### config.mk
export PLATFORM = sky130hd
export DESIGN_NAME = if_stage
export DESIGN_NICKNAME = d
export VERILOG_FILES = /design/src/rtl/if_stage.sv
export SDC_FILE = /design/constraint.sdc
export NUM_CORES = 1
export LEC_CHECK = 0
export CAP_MARGIN = 5
export CORE_ASPECT_RATIO = 1.5
export CORE_UTILIZATION = 40
export DETAILED_ROUTE_END_ITERATION = 8
export GPL_ROUTABILITY_DRIVEN = 0
export PLACE_DENSITY = 0.65
export SKIP_LAST_GASP = 1
export SLEW_MARGIN = 40
export SYNTH_ARGS = -nofsm -noshare
export SYNTH_HDL_FRONTEND = slang
export SYNTH_SLANG_ARGS = --single-unit
### constraint.sdc
create_clock -name clk -period 5 [get_ports clk]
set_clock_uncertainty 0.2 [all_clocks]
set_input_delay 0.75 -clock clk [delete_from_list [all_inputs] [get_ports clk]]
set_output_delay 0.75 -clock clk [all_outputs]
set_load 0.01 [all_outputs]
### src/rtl/if_stage.sv
// Instruction-fetch stage: owns the fetch PC, issues one-outstanding imem requests
// and feeds the IF/ID register through a one-entry skid buffer under stall.
module if_stage #(
    parameter logic [31:0] RESET_PC  = 32'h0000_0000,
    parameter logic [31:0] NOP_INSTR = 32'h0000_0013
) (
    input  logic        clk,
    input  logic        reset,
    output logic        imem_req,
    output logic [31:0] imem_addr,
    input  logic        imem_gnt,
    input  logic        imem_rvalid,
    input  logic [31:0] imem_rdata,
    input  logic        stall,
    input  logic        redirect,
    input  logic [31:0] redirect_pc,
    output logic        id_valid,
    output logic [31:0] id_pc,
    output logic [31:0] id_instr
);

    typedef enum logic [2:0] {
        IDLE,
        REQ,
        WAIT,
        DROP,
        HOLD
    } state_t;

    localparam logic [31:0] ALIGN_MASK = 32'hFFFF_FFFC;
    localparam logic [31:0] START_PC   = RESET_PC & ALIGN_MASK;

    state_t      state;
    state_t      state_next;
    logic [31:0] fetch_pc;
    logic [31:0] fetch_pc_next;
    logic [31:0] inflight_pc;
    logic [31:0] inflight_pc_next;
    logic        deliver;
    logic        to_skid;
    logic        skid_valid;
    logic [31:0] skid_pc;
    logic [31:0] skid_instr;

    assign imem_req  = (state == REQ);
    assign imem_addr = fetch_pc;

    // A delivery lands in the skid only when the IF/ID register is occupied and held.
    assign to_skid = id_valid && stall;

    always_ff @(posedge clk) begin
        if (!reset) begin
            state <= IDLE;
        end else begin
            state <= state_next;
        end
    end

    always_comb begin
        state_next       = state;
        fetch_pc_next    = fetch_pc;
        inflight_pc_next = inflight_pc;
        deliver          = 1'b0;

        case (state)
            IDLE: begin
                state_next = REQ;
            end
            REQ: begin
                if (imem_gnt) begin
                    inflight_pc_next = fetch_pc;
                    fetch_pc_next    = fetch_pc + 32'd4;
                    state_next       = redirect ? DROP : WAIT;
                end
            end
            WAIT: begin
                if (redirect) begin
                    state_next = imem_rvalid ? REQ : DROP;
                end else if (imem_rvalid) begin
                    deliver    = 1'b1;
                    state_next = to_skid ? HOLD : REQ;
                end
            end
            DROP: begin
                if (imem_rvalid) begin
                    state_next = REQ;
                end
            end
            HOLD: begin
                if (redirect || (!stall && skid_valid)) begin
                    state_next = REQ;
                end
            end
            default: begin
                state_next = IDLE;
            end
        endcase

        // A redirect target always wins over the sequential increment.
        if (redirect) begin
            fetch_pc_next = redirect_pc & ALIGN_MASK;
        end
    end

    always_ff @(posedge clk) begin
        if (!reset) begin
            fetch_pc    <= START_PC;
            inflight_pc <= START_PC;
        end else begin
            fetch_pc    <= fetch_pc_next;
            inflight_pc <= inflight_pc_next;
        end
    end

    always_ff @(posedge clk) begin
        if (!reset) begin
            id_valid   <= 1'b0;
            id_pc      <= RESET_PC;
            id_instr   <= NOP_INSTR;
            skid_valid <= 1'b0;
            skid_pc    <= '0;
            skid_instr <= '0;
        end else if (redirect) begin
            id_valid   <= 1'b0;
            id_instr   <= NOP_INSTR;
            skid_valid <= 1'b0;
        end else if (deliver) begin
            if (!to_skid) begin
                id_valid <= 1'b1;
                id_pc    <= inflight_pc;
                id_instr <= imem_rdata;
            end else begin
                skid_valid <= 1'b1;
                skid_pc    <= inflight_pc;
                skid_instr <= imem_rdata;
            end
        end else if (!stall) begin
            if (skid_valid) begin
                id_valid   <= 1'b1;
                id_pc      <= skid_pc;
                id_instr   <= skid_instr;
                skid_valid <= 1'b0;
            end else begin
                id_valid <= 1'b0;
                id_instr <= NOP_INSTR;
            end
        end
    end

endmodule
==> impl_metrics.tcl, run 1 <==
set metrics [dict create \
    outcome "finished, final reports clean" \
    holdCritPathClass "flip-flop to flip-flop" \
    track_usage_pct 21.9 \
    cp.required_ns 5.13 \
    synthesis.area_um2 7910 \
    drtIter0Drc 561 \
    yosysTopAreaCell "dfxtp_1" \
    clock_latency_ns 0.43 \
    synth_edf_count 0 \
    num_rows 62 \
    synthTopCellsByArea "dfxtp_1, nand2_1, a21oi_1" \
    synth.top_cell.area_share_pct 47.8 \
    clock_power_share_pct 43.1 \
    synth_flop_cell "dfxtp_1" \
    async_flop_share_pct 0 \
    synth-seq-cells 189 \
    cp.arrival_ns 3.37 \
    power_mw 3.28 \
    regArea_um2 3780 \
    cts-root-buf "clkbuf_16" \
    cts_tree "yes" \
    io_pins 168 \
    grt-ovfl-total 0 \
    hpwlAfterDp_um 14500 \
    end_kind "flip-flop" \
    die_area_um2 20400 \
    power_frac_comb_pct 8.6 \
    setup_viol 0 \
    layout-drive-gt1-share_pct 5.24 \
    p_int_mw 2.52 \
    first_pass_iters 5 \
    detail-route-antenna-nets 0 \
    grt_pass1_vias 6983 \
    dp_slack_ns 1.38 \
    p_seq_share_pct 48.3 \
    drv_cap 0 \
    num_vias 7438 \
    yosysUniqueCellTypes 48 \
    drt-total-wl_um 22000 \
    netSwitchingFraction_pct 23.2 \
    multi_input_area_um2 3780 \
    synth_top_family_by_area "simple AND/OR/NAND/NOR gates" \
    layout.cells.most_common "nand2_1" \
    p_switching_mw 0.761 \
    antenna_cells 0 \
    p_leak_nw 3.35 \
    drc 0 \
    setup_ws_ns 1.76 \
    power.density_nw_per_um2 318 \
    start_kind "input pin" \
    finalMaxSlewViolations 0 \
    peakVddDrop_uv 184 \
    fp.dieW_um 117 \
    worst_pin_slew_ns 0.638 \
    clockBufferDepth 2 \
    synth_compound_area_share_pct 20.0 \
    synthAdderAreaFrac_pct 0.158 \
    synth-simple-area-share_pct 25.9 \
    grt_pass1_wl_um 35100 \
    rsz0062_at_grt "false" \
    cts_buffers 17 \
    n_fill_cell 1907 \
    syn_area_per_cell_um2 7.78 \
    hold_depth 2 \
    wl_per_cell_um 15.7 \
    vias_per_cell 5.31 \
    fp.dieH_um 174 \
    setup_tns_ns 0 \
    holdWs_ns 0.254 \
    fin_util_pct 53.6 \
    synth_warnings 0 \
    cts_setup_buffers 0 \
    hold_buffers 0 \
    grt_antenna_before_repair 0 \
    clock_sinks 189 \
    path_clk_slew_ns 0.06 \
    fmaxAchievable_ghz 0.309 \
    synthCells 1017 \
    r2r_cells 5 \
    yosys.area_share.xor_xnor_pct 1.11 \
    htree_levels 4 \
    core_um2 19200 \
    fin_crit_sh_pct 64.8 \
    nets 1203 \
    place.port_buffers 161 \
    critPathKind "input pin to flip-flop" \
    grt_max_degree 49 \
    critPathMaxFanout 40 \
    final_cell_mix "nand2_1, dfxtp_1, clkdlybuf4s50_1" \
    syn2layout_area_growth_pct 30.5 \
    yosysSeqAreaShare_pct 47.8 \
    synthMuxAreaShare_pct 0.127 \
    start_util_pct 41.1 \
    relSlewSlack_pct 57.1 \
    fin_crit_ns 3.24 \
    cts_resized 0 \
    finalHoldViolCount 0 \
]
[worst max-delay path: stages]
cell and delay, ns:
clkdlybuf4s50_1 0.40, buf_4 0.21, nand4bb_1 0.46, o31ai_4 0.63, buf_4 0.52, a21oi_1 0.12
a311oi_1 0.26
[path summary, 6_finish.rpt]
kind	from	endpoint	slack, ns
max reg2reg	state[0]	id_pc[9]	2.34
min	skid_pc[7]	skid_pc[7]	0.25
min reg2reg	skid_pc[7]	skid_pc[7]	0.25
max	redirect	id_pc[9]	1.76
[synth_stat cells, types with 2 or more instances]
cell type and count:
a21oi_1 159, and4bb_1 2, o311a_1 5, a21o_1 2
nor2_1 70, o31ai_1 9, nor4_1 33, and3_1 4
a211oi_1 4, xnor2_1 3, clkbuf_1 65, nand2b_1 4
buf_1 2, nor3b_1 4, o311ai_0 3, buf_2 17
nand4_1 10, nand4bb_1 2, a311oi_1 32, nand3_1 15
inv_1 5, nand2_1 273, xor2_1 7, o21ai_0 25
and2_1 2, nor3_1 12, buf_4 4, or3_1 5
dfxtp_1 189, a31oi_1 14, a221o_1 3, and4_1 6
or4_1 12
[cells by family after synthesis]
family | Yosys count
and+or+nand+nor | 458
AOI/OAI and AO/OA | 264
DFF | 189
buffers and inverters | 93
xor gates and xnor gates | 10
adders and majority gates | 1
other | 1
muxes | 1
[sequential cells by signal, indices dropped and copies added, names as in the netlist, 3 cells and up]
register and flops:
id_pc 30, id_instr 32, state 3, imem_addr 30
skid_instr 32, skid_pc 30, inflight_pc 30
[power by group through the flow]
stage / clock network (mW) / logic, mW / registers, mW
3_5_place_dp: 0 / 0.283 / 1.62
6_report: 1.41 / 0.282 / 1.59
2_1_floorplan: 0 / 0.125 / 1.62
4_1_cts: 1.44 / 0.284 / 1.59
5_1_grt: 1.50 / 0.307 / 1.59
3_3_place_gp: 0 / 0.281 / 1.62
[through the flow]
| step | std cells | area (um^2) |
|---|---|---|
| floorplan | 1020 | 7920 |
| finish | 1401 | 10300 |
| detailed placement | 1368 | 9680 |
| global route | 1401 | 10300 |
| CTS | 1400 | 10300 |
| global placement | 1368 | 9680 |
[routing by layer]
metal  up-vias  global-route usage, %  part of all wire (%)
li1       3787                      -                     -
met3        30                   3.63                   4.8
met1      3426                   27.0                    43
met5         -                      0                     0
met4         0                   9.07                   2.7
met2       195                   37.2                    49
[cell type report]
type,count,share of cell area (%)
clock inverters,9,1.30
repair buffers,181,17.4
multi-input cells,738,36.6
flip-flops and latches,189,36.7
well taps,256,3.10
inverters,5,0.206
clock buffers,23,4.73
Note: power is estimated with default switching activity, not from simulation.
==> run 2: changes to the inputs <==
- clock period: 5 -> 3.05 ns (I/O delays scaled with it)
==> impl_metrics.tcl, run 2 (synthesis gave the netlist of run 1 again) <==
set metrics [dict create \
    n_fill_cell 1902 \
    cts_setup_buffers 0 \
    cts_buffers 17 \
    critPathMaxFanout 11 \
    cts-root-buf "clkbuf_16" \
    critPathKind "flip-flop to output port" \
    grt_antenna_before_repair 0 \
    stdcell_area_um2 10400 \
    setup_tns_ns 0 \
    drt-total-wl_um 22100 \
    clock_sinks 189 \
    cp.arrival_ns 1.96 \
    drc 0 \
    hold_depth 2 \
    fin_crit_sh_pct 85.9 \
    antenna_cells 0 \
    post_dp_cell_area_um2 9800 \
    start_util_pct 41.1 \
    setup_ws_ns 0.429 \
    vias_per_cell 5.32 \
    nets 1213 \
    htree_levels 4 \
    die_area_um2 20400 \
    finalHoldViolCount 0 \
    start_kind "flip-flop" \
    path_clk_slew_ns 0.06 \
    num_vias 7497 \
    cts_resized 0 \
    cp.required_ns 2.39 \
    io_pins 168 \
    p_leak_nw 3.40 \
    syn2layout_area_growth_pct 31.5 \
    cts_tree "yes" \
    clock_latency_ns 0.43 \
    core_um2 19200 \
    dp_slack_ns 0.286 \
    setup_viol 0 \
    power.density_nw_per_um2 514 \
    relSlewSlack_pct 64.6 \
    clockBufferDepth 2 \
    grt-ovfl-total 0 \
    fp.dieH_um 174 \
    fmaxAchievable_ghz 0.382 \
    rsz0062_at_grt "false" \
    fin_util_pct 54.1 \
    hold_buffers 0 \
    wl_per_cell_um 15.7 \
    finalMaxSlewViolations 0 \
    holdCritPathClass "flip-flop to flip-flop" \
    grt_pass1_vias 6885 \
    fp.dieW_um 117 \
    grt_max_degree 49 \
    place.port_buffers 161 \
    final_cell_mix "nand2_1, dfxtp_1, clkdlybuf4s50_1" \
    detail-route-antenna-nets 0 \
    worst_pin_slew_ns 0.531 \
    num_rows 62 \
    holdWs_ns 0.256 \
    layout-drive-gt1-share_pct 5.89 \
    drv_cap 0 \
    hpwlAfterDp_um 14900 \
    largestRegisters "id_instr x32, skid_instr x32" \
    layout.cells.most_common "nand2_1" \
    track_usage_pct 22.2 \
    end_kind "output port" \
    peakVddDrop_uv 407 \
    fin_crit_ns 2.62 \
    first_pass_iters 5 \
    outcome "finished, final reports clean" \
    drtIter0Drc 559 \
    r2r_cells 4 \
    grt_pass1_wl_um 35300 \
]
run 2: metal layers:
layer  part of all wire, %  track usage [%]  vias to the layer above  wire length [um]
li1                      -                -                     3814                 -
met2                    50             37.5                      222             11100
met5                     0                0                        -                 0
met1                    43             28.0                     3436              9500
met3                   5.0             4.39                       25              1110
met4                   2.0             7.17                        0               440
run 2: worst max-delay path, stage by stage (launching register included):
cell	delay, ns
dfxtp_1	0.61
inv_1	0.22
and3_1	0.23
clkdlybuf4s50_1	0.48
run 2: final cells by class:
class	count	area, um^2	area share (%)
clock inverter	10	139	1.34
sequential	189	3780	36.4
tap	256	320	3.08
multi-input combinational	738	3770	36.3
inverter	5	21.3	0.205
timing repair buffer	191	1900	18.3
clock buffer	21	460	4.43
run 2: stage by stage:
step / std cells / total power [mW]
2_1_floorplan: 1020 / 2.86
6_report: 1410 / 5.35
3_5_place_dp: 1379 / 3.13
4_1_cts: 1410 / 5.39
5_1_grt: 1410 / 5.56
3_3_place_gp: 1379 / 3.13
run 2: final timing paths:
check,endpoint,start,slack [ns]
worst max-delay path,imem_req,state[2],0.43
worst min-delay path,skid_instr[12],skid_instr[12],0.26
worst max register to register,imem_addr[20],imem_addr[4],0.68
worst min register to register,skid_instr[12],skid_instr[12],0.26
run 2: where the power goes:
| part | total (mW) | leakage (nW) | internal [mW] | switching, mW |
|---|---|---|---|---|
| clock | 2.27 | 0.293 | 1.33 | 0.942 |
| combinational | 0.472 | 1.57 | 0.238 | 0.234 |
| sequential | 2.60 | 1.53 | 2.53 | 0.0760 |
